[config.mk]
export PLATFORM = sky130hd
export DESIGN_NAME = uart_byte_rx_flat
export DESIGN_NICKNAME = d
export VERILOG_FILES = /design/src/rtl/uart_pkg.sv /design/src/rtl/uart_byte_rx_if.sv /design/src/rtl/uart_rx_sync.sv /design/src/rtl/uart_byte_rx.sv /design/src/flat_wrapper.sv
export SDC_FILE = /design/constraint.sdc
export NUM_CORES = 1
export LEC_CHECK = 0
export CAP_MARGIN = 20
export CORE_UTILIZATION = 45
export DETAILED_ROUTE_END_ITERATION = 8
export GPL_TIMING_DRIVEN = 0
export PLACE_DENSITY = 0.65
export SLEW_MARGIN = 20
export SYNTH_ARGS = -nofsm -noshare
export SYNTH_HDL_FRONTEND = slang
export SYNTH_SLANG_ARGS = --single-unit
[constraint.sdc]
create_clock -name sys_clk -period 2.6 [get_ports sys_clk]
set_clock_uncertainty 0.2 [all_clocks]
set_input_delay 0.26 -clock sys_clk [delete_from_list [all_inputs] [get_ports sys_clk]]
set_output_delay 0.26 -clock sys_clk [all_outputs]
set_load 0.1 [all_outputs]
[src/rtl/uart_pkg.sv]
// Shared UART constants and FSM state encoding, used by uart_byte_tx and uart_byte_rx.
package uart_pkg;

  localparam logic [12:0] MCNT_BAUD = 13'd5207;
  localparam logic [12:0] MCNT_HALF = MCNT_BAUD >> 1;

  localparam logic START_BIT = 1'b0;
  localparam logic STOP_BIT  = 1'b1;

  typedef enum logic [2:0] {
    IDLE   = 3'd0,
    START  = 3'd1,
    DATA   = 3'd2,
    PARITY = 3'd3,
    STOP   = 3'd4
  } uart_state_e;

endpackage

[src/rtl/uart_byte_rx_if.sv]
// Receiver-to-fabric byte channel: received byte plus one-cycle done/error strobes.
interface uart_byte_rx_if;

  logic [7:0] rx_data;
  logic       rx_done;
  logic       rx_frame_err;
  logic       rx_parity_err;

  modport master (
    output rx_data,
    output rx_done,
    output rx_frame_err,
    output rx_parity_err
  );

  modport slave (
    input rx_data,
    input rx_done,
    input rx_frame_err,
    input rx_parity_err
  );

endinterface

[src/rtl/uart_rx_sync.sv]
// Two-flop synchroniser for the asynchronous uart_rx pin plus falling-edge detect.
module uart_rx_sync (
  input  logic sys_clk,
  input  logic sys_rst_n,
  input  logic uart_rx,
  output logic rx_sync,
  output logic rx_fall
);

  logic rx_s1_q, rx_s1_d;
  logic rx_s2_q, rx_s2_d;
  logic rx_d_q,  rx_d_d;

  always_comb begin
    rx_s1_d = uart_rx;
    rx_s2_d = rx_s1_q;
    rx_d_d  = rx_s2_q;
  end

  // Reset to the idle (high) line level so leaving reset never fakes a start edge.
  always_ff @(posedge sys_clk or negedge sys_rst_n) begin
    if (!sys_rst_n) begin
      rx_s1_q <= 1'b1;
      rx_s2_q <= 1'b1;
      rx_d_q  <= 1'b1;
    end else begin
      rx_s1_q <= rx_s1_d;
      rx_s2_q <= rx_s2_d;
      rx_d_q  <= rx_d_d;
    end
  end

  assign rx_sync = rx_s2_q;
  assign rx_fall = rx_d_q & ~rx_s2_q;

endmodule

[src/rtl/uart_byte_rx.sv]
// UART 8N1 byte receiver (8E1 when UART_RX_PARITY_EN is defined) with mid-bit sampling.
module uart_byte_rx #(
  parameter logic [12:0] MCNT_BAUD = uart_pkg::MCNT_BAUD,
  parameter logic [12:0] MCNT_HALF = MCNT_BAUD >> 1
) (
  input  logic           sys_clk,
  input  logic           sys_rst_n,
  input  logic           uart_rx,
  uart_byte_rx_if.master rx_bus
);

  import uart_pkg::*;

  logic rx_sync;
  logic rx_fall;

  uart_rx_sync u_sync (
    .sys_clk   (sys_clk),
    .sys_rst_n (sys_rst_n),
    .uart_rx   (uart_rx),
    .rx_sync   (rx_sync),
    .rx_fall   (rx_fall)
  );

  uart_state_e state_q, state_d;
  logic [12:0] baud_cnt_q, baud_cnt_d;
  logic [3:0]  bit_cnt_q, bit_cnt_d;
  logic [7:0]  shreg_q, shreg_d;
  logic [7:0]  rx_data_q, rx_data_d;
  logic        rx_done_q, rx_done_d;
  logic        frame_err_q, frame_err_d;
`ifdef UART_RX_PARITY_EN
  logic        parity_bit_q, parity_bit_d;
  logic        parity_err_q, parity_err_d;
`endif

  logic sample_stb;
  logic bit_end;

  assign sample_stb = (baud_cnt_q == MCNT_HALF);
  assign bit_end    = (baud_cnt_q == MCNT_BAUD);

  always_comb begin
    state_d     = state_q;
    bit_cnt_d   = bit_cnt_q;
    shreg_d     = shreg_q;
    rx_data_d   = rx_data_q;
    rx_done_d   = 1'b0;
    frame_err_d = 1'b0;
`ifdef UART_RX_PARITY_EN
    parity_bit_d = parity_bit_q;
    parity_err_d = 1'b0;
`endif

    case (state_q)
      IDLE: begin
        bit_cnt_d = 4'd0;
        if (rx_fall) begin
          state_d = START;
        end
      end
      START: begin
        if (sample_stb && (rx_sync != START_BIT)) begin
          state_d = IDLE;
        end else if (bit_end) begin
          state_d = DATA;
        end
      end
      DATA: begin
        if (sample_stb) begin
          shreg_d = {rx_sync, shreg_q[7:1]};
        end
        if (bit_end) begin
          if (bit_cnt_q == 4'd7) begin
            bit_cnt_d = 4'd0;
`ifdef UART_RX_PARITY_EN
            state_d   = PARITY;
`else
            state_d   = STOP;
`endif
          end else begin
            bit_cnt_d = bit_cnt_q + 4'd1;
          end
        end
      end
`ifdef UART_RX_PARITY_EN
      PARITY: begin
        if (sample_stb) begin
          parity_bit_d = rx_sync;
        end
        if (bit_end) begin
          state_d = STOP;
        end
      end
`endif
      // Leave at mid-stop so a start edge half a bit later is still caught.
      STOP: begin
        if (sample_stb) begin
          state_d = IDLE;
          if (rx_sync != STOP_BIT) begin
            frame_err_d = 1'b1;
`ifdef UART_RX_PARITY_EN
          end else if (parity_bit_q != ^shreg_q) begin
            parity_err_d = 1'b1;
`endif
          end else begin
            rx_data_d = shreg_q;
            rx_done_d = 1'b1;
          end
        end
      end
      default: begin
        state_d = IDLE;
      end
    endcase

    if ((state_q == IDLE) || (state_d == IDLE) || bit_end) begin
      baud_cnt_d = 13'd0;
    end else begin
      baud_cnt_d = baud_cnt_q + 13'd1;
    end
  end

  always_ff @(posedge sys_clk or negedge sys_rst_n) begin
    if (!sys_rst_n) begin
      state_q     <= IDLE;
      baud_cnt_q  <= 13'd0;
      bit_cnt_q   <= 4'd0;
      shreg_q     <= 8'h00;
      rx_data_q   <= 8'h00;
      rx_done_q   <= 1'b0;
      frame_err_q <= 1'b0;
`ifdef UART_RX_PARITY_EN
      parity_bit_q <= 1'b0;
      parity_err_q <= 1'b0;
`endif
    end else begin
      state_q     <= state_d;
      baud_cnt_q  <= baud_cnt_d;
      bit_cnt_q   <= bit_cnt_d;
      shreg_q     <= shreg_d;
      rx_data_q   <= rx_data_d;
      rx_done_q   <= rx_done_d;
      frame_err_q <= frame_err_d;
`ifdef UART_RX_PARITY_EN
      parity_bit_q <= parity_bit_d;
      parity_err_q <= parity_err_d;
`endif
    end
  end

  assign rx_bus.rx_data      = rx_data_q;
  assign rx_bus.rx_done      = rx_done_q;
  assign rx_bus.rx_frame_err = frame_err_q;
`ifdef UART_RX_PARITY_EN
  assign rx_bus.rx_parity_err = parity_err_q;
`else
  assign rx_bus.rx_parity_err = 1'b0;
`endif

endmodule

[src/flat_wrapper.sv]
// flat-port wrapper written by rule: the top's interface ports become plain ports
module uart_byte_rx_flat import uart_pkg::*;
#(
  parameter logic [12:0] MCNT_BAUD = uart_pkg::MCNT_BAUD,
  parameter logic [12:0] MCNT_HALF = MCNT_BAUD >> 1
)
  (sys_clk, sys_rst_n, uart_rx, rx_bus_rx_data, rx_bus_rx_done, rx_bus_rx_frame_err, rx_bus_rx_parity_err);
  uart_byte_rx_if rx_bus_i ();
  input  logic sys_clk;
  input  logic sys_rst_n;
  input  logic uart_rx;
  output wire logic [$bits(rx_bus_i.rx_data)-1:0] rx_bus_rx_data;
  output wire logic [$bits(rx_bus_i.rx_done)-1:0] rx_bus_rx_done;
  output wire logic [$bits(rx_bus_i.rx_frame_err)-1:0] rx_bus_rx_frame_err;
  output wire logic [$bits(rx_bus_i.rx_parity_err)-1:0] rx_bus_rx_parity_err;
  assign rx_bus_rx_data = rx_bus_i.rx_data;
  assign rx_bus_rx_done = rx_bus_i.rx_done;
  assign rx_bus_rx_frame_err = rx_bus_i.rx_frame_err;
  assign rx_bus_rx_parity_err = rx_bus_i.rx_parity_err;
  uart_byte_rx #(.MCNT_BAUD(MCNT_BAUD), .MCNT_HALF(MCNT_HALF)) u_core (.sys_clk(sys_clk), .sys_rst_n(sys_rst_n), .uart_rx(uart_rx), .rx_bus(rx_bus_i));
endmodule
After elaboration in Yosys (flattened, before gate mapping)
Cells that the tools add are included.
{ "op_classes": {"addsub": 2, "multipliers": 0, "div_mod_pow": 0, "n_lt_le_gt_ge": 0, "eq_ne": 7, "n_shift": 0, "muxes": 17, "bitwise_logic": 2, "reduce_logical": 9} }
{ "ops": {"columns": ["operator", "n"], "rows": [
  ["$mux W3", 6],
  ["$add A13 B1 Y13 const B", 1],
  ["$eq A13 B12 Y1 const B", 1],
  ["$eq A13 B13 Y1 const B", 1],
  ["$mux W13", 1],
  ["$pmux W3 S4", 1],
  ["$mux W4", 2],
  ["$pmux W4 S2", 1],
  ["$logic_not A3 Y1", 2],
  ["$mux W1", 6],
  ["$add A4 B1 Y4 const B", 1],
  ["$eq A4 B3 Y1 const B", 1],
  ["$reduce_and A2 Y1", 2],
  ["$eq A3 B1 Y1 const B", 1],
  ["$eq A3 B2 Y1 const B", 1],
  ["$eq A3 B3 Y1 const B", 1],
  ["$reduce_and A3 Y1", 1],
  ["$logic_or A1 B1 Y1", 2],
  ["$ne A2 B1 Y1 const B", 1],
  ["$reduce_bool A2 Y1", 1],
  ["$and A1 B1 Y1", 1],
  ["$logic_and A1 B1 Y1", 1],
  ["$not A1 Y1", 1]
]} }
{ "totals": {"reg_bits": 41, "latchBits": 0, "ramBits": 0, "mem_bits_ro": 0, "input_bits": 3, "wordCells": 47, "memories": 0} }

Depth between registers and ports, before layout
Gate-level depths: netlist (run 1).
{ "logic_depth": {"ltp_word": 8, "mapped_depth": 7} }

Cells and area by module
Synthesis (run 1) repeated with hierarchy kept, for this count alone.
{ "unflattened": {"cells_unflattened": 156, "area_unflattened_um2": 1975.6} }
{ "modules_own_cells": {"columns": ["module", "n_inst", "cells_per_inst", "area_per_inst_um2", "seq_area_each_um2"], "rows": [
  ["uart_byte_rx", 1, 152, 1883.1, 950.9],
  ["uart_rx_sync", 1, 4, 92.6, 78.8]
]} }

Worst setup path before layout (run 1)
Ideal clock, no wire load.
{ "synth_path": {"path_kind": "register -> register", "startpoint": "register u_core.baud_cnt_q[0]", "endpoint": "register u_core.bit_cnt_q[3]", "setup_time_ns": 0.127, "arrival_time_ns": 2.067, "required_time_ns": 2.273, "slack_ns": 0.206, "stages_incl_launch_ff": 8, "path_buffers": 1, "synth_period_minus_slack_ns": 2.394, "cell_sequence": "dfrtp_1 > ha_1 > or3b_1 > or4_1 > clkbuf_1 > nor2_1 > mux2i_1 > o21ai_0"} }
{ "synth_between": {"elab_chain_cells": 3} }
{ "synth_lines": {"columns": ["item", "line_no", "text"], "rows": [
  ["start, declared", "uart_byte_rx.sv:26", "logic [12:0] baud_cnt_q, baud_cnt_d;"],
  ["start signal, assigned", "uart_byte_rx.sv:139", "baud_cnt_q <= baud_cnt_d;"],
  ["$eq A13 B13 Y1", "uart_byte_rx.sv:41", "assign bit_end = (baud_cnt_q == MCNT_BAUD);"],
  ["$ne A2 B1 Y1 (no source line)", null, null],
  ["$reduce_and A2 Y1 (no source line)", null, null],
  ["end signal, assigned", "uart_byte_rx.sv:140", "bit_cnt_q <= bit_cnt_d;"],
  ["end, declared", "uart_byte_rx.sv:27", "logic [3:0] bit_cnt_q, bit_cnt_d;"]
]} }
Every way passes these cells.
A chain may end at the register's enable or synchronous reset.

Final worst setup path (run 1)
{ "layout_path": {"startpoint": "register u_core.baud_cnt_q[0]", "endpoint": "register u_core.rx_data_q[3] (netlist: u_core.rx_bus.rx_data[3])"} }
{ "layout_between": {"elab_chain_cells": 2} }
{ "layout_lines": {"columns": ["item", "line_no", "text"], "rows": [
  ["$eq A13 B12 Y1", "uart_byte_rx.sv:40", "assign sample_stb = (baud_cnt_q == MCNT_HALF);"],
  ["$reduce_and A3 Y1 (no source line)", null, null],
  ["end signal, assigned", "uart_byte_rx.sv:142", "rx_data_q <= rx_data_d;"],
  ["end, declared", "uart_byte_rx.sv:29", "logic [7:0] rx_data_q, rx_data_d;"]
]} }
Every way passes these cells.

==> summary.txt, run 1 <==
Global route
  • GRT Overall Usage: between 10% and 20%
  • Number of global-route vias before repair: approximately 1300
  • Maximum number of pins on one net before global-route repair: 32
  • First-pass GRT wire length: ~6000 µm
  • Final global-route overflow total: 0
  • Number of antenna violations at the first check in global routing: 0

Synthesis
  • Synth Flop Type: dfrtp_1
  • Area of the mapped netlist: about 1800 µm²
  • #FFs+latches synth: 41
  • EDFF count, synth: 0
  • Most instantiated cells after synthesis: dfrtp_1 (38), nor2_1 (22), mux2_2 (15)
  • Number of unique standard cell types used by synthesis: 38
  • Synth Net Count: around 170
  • Most frequent cell after synthesis: dfrtp_1
  • Proportion of synthesized chip area in sequential cells: a little under three fifths
  • Post-Syn Instances: ~160
  • Cell types with the largest area share after synthesis: dfrtp_1 (52%), mux2_2 (9.2%), nor2_1 (4.5%)
  • Count of yosys warnings during synthesis: 0
  • Cell taking the most area after synthesis: dfrtp_1
  • Synth Area per Inst: ~11 µm²
  • Share of the synthesized area in the top cell type: between 50% and 60%
  • Synth async-reset ratio: 100%

Setup path
  • Maximum fanout along the worst path: 9
  • Cell at the slowest stage of the critical path: dfrtp_1
  • End point of the critical path: u_core.rx_bus.rx_data[3]
  • Worst reg2reg path endpoint: u_core.rx_bus.rx_data[3]
  • Reg2reg start: u_core.baud_cnt_q[0]
  • Type of element capturing the critical path: flip-flop
  • Cell count of the worst reg-to-reg path: 6
  • Worst Path Class, Setup: flip-flop to flip-flop
  • Highest cell delay on the worst timing path: around 0.44 ns
  • Critical Path, Cell by Cell: ha_4 > or3b_4 > nor4_4 > nor4b_4 > nand2_4 > mux2_2
  • Crit path from: u_core.baud_cnt_q[0]
  • R2r setup slk: ~0.10 ns
  • Critical Path RT: roughly 2.6 ns
  • Critical path arrival: 2.48 ns
  • Setup crit start kind: flip-flop

Flow run
  • Max_cap viols: 0

STA
  • Hold slack final: approximately 0.16 ns
  • Hold violation total from the final report: 0
  • Final Max Slew Viols: 0
  • Number of setup violations in the final report: 0
  • Post-route clock period utilization: a little over nine tenths
  • Fmax achieved: between 0.4 and 0.5 GHz
  • Least-Margin Pin Slew: a little under 1 ns
  • Worst rel slew slack: 34.8%
  • Time the worst path needs with I/O delays and setup: 2.50 ns

Layout
  • Layout net count: 190
  • Area grow syn2layout: 19.7%
  • Final standard cell count with taps included and fillers excluded: 234
  • Share of cells above drive strength 1: 24.2%
  • Inserted Diodes: 0
  • Layout Cell Area excl Fill: about 2200 µm²

Detailed routing
  • Number of optimization iterations in the first detailed-route pass: 2
  • Vias per cell: roughly 5.4
  • Via count of the routed design: 1253
  • Final routed wire length divided by cell count: 14.3 µm
  • Final ANT Viol Nets: 0
  • Total wire length: between 3000 and 4000 µm
  • First DRT Iteration DRCs: 26
  • DRC viols: 0

Power
  • Clock power frac: 34.8%
  • Net Sw Power: around 0.40 mW
  • Worst supply voltage drop on vdd: approximately 500 µV
  • Sw Ratio: 27.1%
  • Flop pwr share: between 40 and 50%
  • Share of total power in combinational logic: 15.7%
  • Internal cell power: approximately 1.1 mW
  • Power density relative to cell area: between 600 and 700 nW/µm²
  • Leakage power summed over all cells: roughly 1.0 nW

Floorplan
  • I/O pin count: 14
  • Die height: about 66 µm
  • Initial Utilization: 48.6%
  • Standard-cell row count: 22
  • Die ar.: around 4400 µm²
  • Die span in x: between 60 and 70 µm
  • Core area: ~3800 µm²

Min path
  • Kind of path behind the tightest hold check: input port to asynchronous set/reset pin

Clocking
  • Clock buffers created by TritonCTS: 5
  • Clock buffer depth: 2
  • Number of clock sinks seen by CTS: between 40 and 50
  • Clock latency at the later pin of the worst-skew pair: around 0.3 ns
  • Register clock-pin slew on the reported worst setup and hold paths: 0.08 ns
  • Clock tree from TritonCTS: built
  • Maximum level of the CTS H-tree: 2
  • Clock root cell: clkbuf_8

Place
  • Final GP Congestion: 0.800
  • Number of placed instances with taps included: between 200 and 250
  • Port Buffer Count: 12
  • Placed instance area: ~2000 µm²
  • Half-perimeter wire length of the detailed placement result: 2370 µm

Run status
  • Result of the run: complete, no violations
==> timing repair <==
action	CTS	global route
hold buffers	1	0
pin swaps	0	2
endpoints found under the setup margin	11	31
setup buffers	0	1
endpoints found under the hold margin	39	0
gates resized for setup	4	6
==> worst max-delay path, delay by kind of cell (launching register included) <==
| kind | cells | cell delay, ns |
|---|---|---|
| fa+ha+maj | 1 | 0.18 |
| flops | 1 | 0.44 |
| mux | 1 | 0.30 |
| simple gates | 4 | 1.26 |
==> per-stage QoR <==
step	setup TNS (ns)	setup slack, ns	total power [mW]	utilization (%)
global route	-0.119	-0.0258	1.55	58.1
global placement	-1.10	-0.112	0.916	53.3
floorplan	0	0.206	0.874	-
detailed placement	-1.25	-0.130	0.931	53.7
finish	0	0.105	1.47	58.1
CTS	0	0.00826	1.46	57.2
==> registers in the layout, indices dropped and copies added, names as in the netlist <==
name,cells
u_core.rx_bus.rx_data,8
u_core.shreg_q,8
u_core.baud_cnt_q,13
u_core.state_q,3
u_core.u_sync.rx_d_q,1
u_core.rx_bus.rx_frame_err,1
u_core.bit_cnt_q,4
u_core.rx_bus.rx_done,1
u_core.u_sync.rx_sync,1
u_core.u_sync.rx_s1_q,1
==> how the worst min path moves through the flow <==
stage	cells after the start	to	slack, ns	start
finish	2	u_core.bit_cnt_q[3]	0.16	sys_rst_n
global route	1	u_core.u_sync.rx_s1_q	0.16	uart_rx
CTS	1	u_core.u_sync.rx_s1_q	0.15	uart_rx
detailed placement	1	u_core.bit_cnt_q[3]	-0.05	sys_rst_n
global placement	0	u_core.u_sync.rx_sync	0.15	u_core.u_sync.rx_s1_q
floorplan	0	u_core.baud_cnt_q[0]	-0.24	sys_rst_n
==> cell families after synthesis <==
logic type                 Yosys count  share of synthesized area, %
AOI/OAI and AO/OA                   15                          5.15
xor gates and xnor gates            12                          5.69
adders and majority gates            2                          1.36
buffers and inverters               12                          2.71
DFF                                 41                          55.8
muxes                               16                          9.69
other                                1                         0.203
and+or+nand+nor                     65                          19.4
==> per-layer routing <==
metal / share of wire (%) / up-vias / global-route usage, %
li1: - / 606 / -
met1: 45 / 627 / 22.4
met2: 49 / 13 / 29.5
met3: 3.1 / 7 / 5.34
met4: 2.2 / 0 / 9.57
met5: 0 / - / 0
==> layout make-up <==
| type | count | area, µm² |
|---|---|---|
| inverter | 6 | 22.5 |
| sequential | 41 | 1030 |
| fill | 323 | 1590 |
| clock inverter | 3 | 43.8 |
| tap | 48 | 60.1 |
| timing repair buffer | 15 | 153 |
| clock buffer | 5 | 68.8 |
| buffer | 5 | 26.3 |
| multi-input combinational | 111 | 805 |
==> layout by cell type, fill, tap and decap left out, types with 4 or more instances in the layout <==
master            n
nor3_1            5
o21ai_0           4
clkdlybuf4s50_1  11
inv_1             6
nand3_1           7
nor2_1           22
clkbuf_8          5
xor2_1            6
nand2_1          11
xnor2_1           6
dfrtp_1          38
mux2_2           15
==> power groups by stage <==
stage	clock network (mW)	registers [mW]	logic (mW)
floorplan	0	0.722	0.152
global placement	0	0.729	0.187
detailed placement	0	0.732	0.200
CTS	0.529	0.720	0.213
global route	0.551	0.738	0.258
finish	0.512	0.730	0.231
No activity file was read; power rests on OpenSTA's default activity.
==> run 2, diff against run 1 <==
--- a/config.mk
+++ b/config.mk
@@ -6,6 +6,7 @@
 export NUM_CORES = 1
 export LEC_CHECK = 0
 export CAP_MARGIN = 20
+export CORE_ASPECT_RATIO = 1.5
 export CORE_UTILIZATION = 45
 export DETAILED_ROUTE_END_ITERATION = 8
 export GPL_TIMING_DRIVEN = 0
==> summary.txt, run 2 (synthesis results as in run 1) <==
Run status
  • Result of the run: complete, no violations

STA
  • Post-route clock period utilization: 96.9% (+0.90 points)
  • Hold slack final: 0.161 ns (+0.00100 ns)
  • Worst rel slew slack: 34.3% (-0.55 points)
  • Number of setup violations in the final report: 0 (unchanged)
  • Time the worst path needs with I/O delays and setup: 2.52 ns (+0.0234 ns)
  • Hold violation total from the final report: 0 (unchanged)
  • Least-Margin Pin Slew: 0.983 ns (+0.00827 ns)
  • Fmax achieved: 0.397 GHz (-0.93%)
  • Min setup slack post-route: 0.0815 ns (-0.0234 ns)
  • Final Max Slew Viols: 0 (unchanged)

Place
  • Worst setup slack after placement: -0.0749 ns (+0.0554 ns)
  • Port Buffer Count: 12 (unchanged)
  • Final GP Congestion: 0.846 (+5.7%)
  • Number of placed instances with taps included: 222 (-1.3%)
  • Half-perimeter wire length of the detailed placement result: 2540 µm (+7.1%)
  • Placed instance area: 2040 µm² (+0.18%)

Detailed routing
  • Final routed wire length divided by cell count: 15.0 µm (+5.3%)
  • Number of optimization iterations in the first detailed-route pass: 4 (+2)
  • Via count of the routed design: 1313 (+4.8%)
  • First DRT Iteration DRCs: 29 (+12%)
  • DRC viols: 0 (unchanged)
  • Final ANT Viol Nets: 0 (unchanged)
  • Total wire length: 3530 µm (+5.7%)
  • Vias per cell: 5.59 (+4.3%)

Flow run
  • Max_cap viols: 0 (unchanged)

Clocking
  • Clock latency at the later pin of the worst-skew pair: 0.29 ns (about the same)
  • Clock root cell: clkbuf_8
  • Clock tree from TritonCTS: built
  • Register clock-pin slew on the reported worst setup and hold paths: 0.07 ns (about the same)
  • Clock buffers created by TritonCTS: 5 (unchanged)
  • Maximum level of the CTS H-tree: 2 (unchanged)
  • Number of clock sinks seen by CTS: 41 (unchanged)
  • Clock buffer depth: 2 (unchanged)

Layout
  • Area used by multi-input combinational logic: 812 µm² (+0.93%)
  • Final standard cell count with taps included and fillers excluded: 235 (+0.43%)
  • Top library cells by usage in the layout, fill and taps aside: dfrtp_1 (37), nor2_1 (22), mux2_2 (15), nand2_1 (11), clkdlybuf4s50_1 (11)
  • Share of cells above drive strength 1: 25.3% (+1.1 points)
  • Util after Layout: 56.7% (-1.4 points)
  • Largest Register: u_core.baud_cnt_q
  • Fill cell total of the finished layout: 353 (+9.3%)
  • Inserted Diodes: 0 (unchanged)
  • Most common cell after layout, fill and taps aside: dfrtp_1
  • Area grow syn2layout: 20.5%
  • Layout net count: 194 (+2.1%)
  • Area taken by flip-flops and latches: 1030 µm² (+0.12%)
  • Max FFs per register: 13 (unchanged)
  • Layout Cell Area excl Fill: 2220 µm² (+0.74%)

Setup path
  • Type of element capturing the critical path: flip-flop
  • Reg2reg start: u_core.baud_cnt_q[0]
  • R2r setup slk: 0.08 ns (-0.02 ns)
  • Crit path from: u_core.baud_cnt_q[0]
  • Critical Path RT: 2.57 ns (about the same)
  • Maximum fanout along the worst path: 4 (-5)
  • Worst Path Class, Setup: flip-flop to flip-flop
  • Cell count of the worst reg-to-reg path: 6 (unchanged)
  • Critical path arrival: 2.49 ns (about the same)
  • Worst reg2reg path endpoint: u_core.rx_bus.rx_data[6]
  • Setup crit start kind: flip-flop
  • End point of the critical path: u_core.rx_bus.rx_data[6]

Floorplan
  • Initial Utilization: 47.0% (-1.5 points)
  • Die ar.: 4370 µm² (+0.12%)
  • Core area: 3920 µm² (+3.3%)
  • Die span in x: 54.3 µm (-18%)
  • Standard-cell row count: 28 (+27%)
  • I/O pin count: 14 (unchanged)
  • Die height: 80.4 µm (+22%)

Global route
  • Maximum number of pins on one net before global-route repair: 27 (-16%)
  • Number of antenna violations at the first check in global routing: 0 (unchanged)
  • First-pass GRT wire length: 5910 µm (+1.4%)
  • Final global-route overflow total: 0 (unchanged)
  • Number of global-route vias before repair: 1415 (+11%)
  • GRT Overall Usage: 18.8% (+0.38 points)

Min path
  • Hold Path Depth: 0
  • Kind of path behind the tightest hold check: flip-flop to flip-flop

Power
  • Net Sw Power: 0.379 mW (-5.1%)
  • Leakage power summed over all cells: 1.00 nW (+0.32%)
  • Share of total power in combinational logic: 18.0% (+2.3 points)
  • Worst supply voltage drop on vdd: 553 µV (+8.2%)
  • Sw Ratio: 27.1% (-0.073 points)
  • Power density relative to cell area: 630 nW/µm² (-5.5%)
  • Internal cell power: 1.02 mW (-4.7%)
  • Clock power frac: 29.8% (-5.0 points)
  • Flop pwr share: 52.1% (+2.6 points)
run 2: worst min path at each step:
stage,slack [ns],start,end
after global routing,0.16,u_core.u_sync.rx_s1_q,u_core.u_sync.rx_sync
after CTS,0.16,u_core.u_sync.rx_s1_q,u_core.u_sync.rx_sync
after global placement,0.15,u_core.u_sync.rx_s1_q,u_core.u_sync.rx_sync
final,0.16,u_core.u_sync.rx_s1_q,u_core.u_sync.rx_sync
after detailed placement,0.02,sys_rst_n,u_core.bit_cnt_q[1]
after floorplan,-0.24,sys_rst_n,u_core.baud_cnt_q[0]
run 2: what timing repair did:
item	4_1_cts	5_1_grt
gates cloned	1	1
hold buffers	1	0
pin swaps	0	3
setup buffers	0	3
resized for setup	7	4
endpoints found under the setup margin	12	21
endpoints found under the hold margin	15	0
run 2: area by class of cell:
type / instances / area share (%)
Tap cell: 45 / 2.53
Timing Repair Buffer: 18 / 8.38
Buffer: 5 / 1.18
Multi-Input combinational cell: 112 / 36.5
Clock buffer: 8 / 4.05
Inverter: 6 / 1.01
Sequential cell: 41 / 46.3
run 2: worst max-delay path, cell delays in order, from the launching register on:
cell     delay (ns)
dfrtp_2        0.42
ha_4           0.17
or3b_4         0.42
nor4_4         0.35
nor4b_4        0.39
nand2_2        0.17
mux2_2         0.30
run 2: per-layer routing:
metal	global-route usage, %	wire, µm
met5	0	0
met4	9.49	82
met3	4.55	83
met2	32.4	2010
met1	20.3	1360
run 2: power groups by stage:
stage	registers (mW)	logic (mW)	clock network (mW)
CTS	0.722	0.220	0.432
global placement	0.732	0.189	0
global route	0.736	0.282	0.451
detailed placement	0.734	0.199	0
finish	0.731	0.253	0.418
floorplan	0.722	0.152	0
run 2: stage by stage:
stage	setup TNS, ns	power, mW
final	0	1.40
after global routing	-0.107	1.47
after global placement	-0.836	0.920
after floorplan	0	0.874
after detailed placement	-0.715	0.933
after CTS	0	1.37
==> run 3, diff against run 2 <==
--- a/config.mk
+++ b/config.mk
@@ -5,12 +5,15 @@
 export SDC_FILE = /design/constraint.sdc
 export NUM_CORES = 1
 export LEC_CHECK = 0
+export ABC_CLOCK_PERIOD_IN_PS = 2600
 export CAP_MARGIN = 20
 export CORE_ASPECT_RATIO = 1.5
 export CORE_UTILIZATION = 45
 export DETAILED_ROUTE_END_ITERATION = 8
 export GPL_TIMING_DRIVEN = 0
+export HOLD_SLACK_MARGIN = 0.03
 export PLACE_DENSITY = 0.65
+export SKIP_CTS_REPAIR_TIMING = 1
 export SLEW_MARGIN = 20
 export SYNTH_ARGS = -nofsm -noshare
 export SYNTH_HDL_FRONTEND = slang
==> summary.txt, run 3 (synthesis results as in run 1) <==
Run status
  • Result of the run: complete, no violations

Global route
  • Number of antenna violations at the first check in global routing: 0 (unchanged)
  • GRT Overall Usage: 18.4% (-0.38 points)
  • Most crowded layer after global routing: met2
  • First-pass GRT wire length: 5770 µm (-2.5%)
  • Final global-route overflow total: 0 (unchanged)
  • Met2 capacity usage during global routing: 31.7% (-0.73 points)
  • Maximum number of pins on one net before global-route repair: 27 (unchanged)
  • Number of global-route vias before repair: 1379 (-2.5%)
  • Met1 usage: 20.0% (-0.25 points)
  • Met3 track demand over resource: 3.98% (-0.57 points)

Clocking
  • Register clock-pin slew on the reported worst setup and hold paths: 0.07 ns (about the same)
  • Number of clock sinks seen by CTS: 41 (unchanged)
  • Clock root cell: clkbuf_8
  • Maximum level of the CTS H-tree: 2 (unchanged)
  • Clock buffer depth: 2 (unchanged)
  • Clock tree from TritonCTS: built
  • Clock buffers created by TritonCTS: 5 (unchanged)
  • Clock latency at the later pin of the worst-skew pair: 0.29 ns (about the same)

Place
  • Worst setup slack after placement: -0.0749 ns (unchanged)
  • Half-perimeter wire length of the detailed placement result: 2540 µm (unchanged)
  • Number of placed instances with taps included: 222 (unchanged)
  • Final GP Congestion: 0.846 (unchanged)
  • Port Buffer Count: 12 (unchanged)

Detailed routing
  • First DRT Iteration DRCs: 24 (-17%)
  • Vias per cell: 5.57 (-0.34%)
  • Final ANT Viol Nets: 0 (unchanged)
  • Final routed wire length divided by cell count: 15.0 µm (-0.14%)
  • Via count of the routed design: 1303 (-0.76%)
  • DRC viols: 0 (unchanged)
  • Total wire length: 3510 µm (-0.57%)
  • Number of optimization iterations in the first detailed-route pass: 4 (unchanged)

STA
  • Post-route clock period utilization: 97.0% (+0.14 points)
  • Hold violation total from the final report: 0 (unchanged)
  • Time the worst path needs with I/O delays and setup: 2.52 ns (+0.00357 ns)
  • Fmax achieved: 0.397 GHz (-0.14%)
  • Least-Margin Pin Slew: 0.983 ns (unchanged)
  • Worst rel slew slack: 34.3% (unchanged)
  • Final Max Slew Viols: 0 (unchanged)
  • Min setup slack post-route: 0.0779 ns (-0.00357 ns)
  • Number of setup violations in the final report: 0 (unchanged)

Floorplan
  • Die height: 80.4 µm (unchanged)
  • I/O pin count: 14 (unchanged)
  • Die span in x: 54.3 µm (unchanged)
  • Initial Utilization: 47.0% (unchanged)
  • Standard-cell row count: 28 (unchanged)
  • Core area: 3920 µm² (unchanged)
  • Die ar.: 4370 µm² (unchanged)

Setup path
  • R2r setup slk: 0.08 ns (about the same)
  • Reg2reg start: u_core.baud_cnt_q[0]
  • Setup crit start kind: flip-flop
  • Worst reg2reg path endpoint: u_core.rx_bus.rx_data[6]
  • Crit path from: u_core.baud_cnt_q[0]
  • Cell count of the worst reg-to-reg path: 6 (unchanged)
  • Highest cell delay on the worst timing path: 0.42 ns (about the same)
  • Critical path arrival: 2.49 ns (about the same)
  • End point of the critical path: u_core.rx_bus.rx_data[6]
  • Type of element capturing the critical path: flip-flop
  • Maximum fanout along the worst path: 4 (unchanged)
  • Worst Path Class, Setup: flip-flop to flip-flop
  • Critical Path, Cell by Cell: ha_4 > or3b_4 > nor4_4 > nor4b_4 > nand2_2 > mux2_2
  • Cell at the slowest stage of the critical path: dfrtp_2
  • Critical Path RT: 2.57 ns (about the same)

Power
  • Worst supply voltage drop on vdd: 547 µV (-1.1%)
  • Leakage power summed over all cells: 0.996 nW (-0.58%)
  • Power density relative to cell area: 632 nW/µm² (+0.39%)

Layout
  • Max FFs per register: 13 (unchanged)
  • Largest Register: u_core.baud_cnt_q
  • Final standard cell count with taps included and fillers excluded: 234 (-0.43%)
  • Share of cells above drive strength 1: 24.3% (-0.92 points)
  • Area grow syn2layout: 19.7%
  • Layout net count: 193 (-0.52%)
  • Inserted Diodes: 0 (unchanged)
  • Top library cells by usage in the layout, fill and taps aside: dfrtp_1 (37), nor2_1 (22), mux2_2 (15), nand2_1 (11), clkdlybuf4s50_1 (11)
  • Util after Layout: 56.3% (-0.38 points)
  • Most common cell after layout, fill and taps aside: dfrtp_1

Flow run
  • Max_cap viols: 0 (unchanged)

Min path
  • Kind of path behind the tightest hold check: flip-flop to flip-flop
-- run 3: metrics by stage --
| step | total power, mW | hold WS, ns | instance area [µm²] | setup TNS [ns] |
|---|---|---|---|---|
| 5_1_grt | 1.46 | 0.159 | 2210 | -0.101 |
| 6_report | 1.40 | 0.161 | 2210 | 0 |
| 3_5_place_dp | 0.933 | 0.0184 | 2040 | -0.715 |
| 3_3_place_gp | 0.920 | 0.147 | 2020 | -0.836 |
| 2_1_floorplan | 0.874 | -0.236 | 1850 | 0 |
| 4_1_cts | 1.35 | -0.296 | 2130 | -1.06 |
-- run 3: how the worst min path moves through the flow --
stage / from / endpoint / slack (ns) / depth (start not counted)
after global routing: u_core.u_sync.rx_s1_q / u_core.u_sync.rx_sync / 0.16 / 0
after CTS: sys_rst_n / u_core.bit_cnt_q[1] / -0.30 / 1
after floorplan: sys_rst_n / u_core.baud_cnt_q[0] / -0.24 / 0
final: u_core.u_sync.rx_s1_q / u_core.u_sync.rx_sync / 0.16 / 0
after global placement: u_core.u_sync.rx_s1_q / u_core.u_sync.rx_sync / 0.15 / 0
after detailed placement: sys_rst_n / u_core.bit_cnt_q[1] / 0.02 / 1
-- run 3: where the power goes --
part	internal, mW	total [mW]	switching (mW)
clock	0.216	0.419	0.202
combinational	0.119	0.247	0.128
sequential	0.682	0.732	0.0493
total	1.02	1.40	0.379
-- run 3: routing by layer --
metal  up-vias  wire, µm
met4         0        65
met2        19      2000
met1       673      1360
met5         -         0
met3         7        86
li1        604         -
-- run 3: worst max-delay path: cells and delay by family, from the launching register on --
kind                       cells  cell delay (ns)
muxes                          1             0.30
and+or+nand+nor                4             1.33
adders and majority gates      1             0.17
DFF                            1             0.42
-- run 3: area by class of cell --
cell class | instances | area [µm²]
fill | 354 | 1710
multi-input combinational | 112 | 808
clock buffer | 8 | 90.1
buffer | 5 | 26.3
tap | 45 | 56.3
inverter | 6 | 22.5
timing repair buffer | 17 | 175
sequential | 41 | 1030
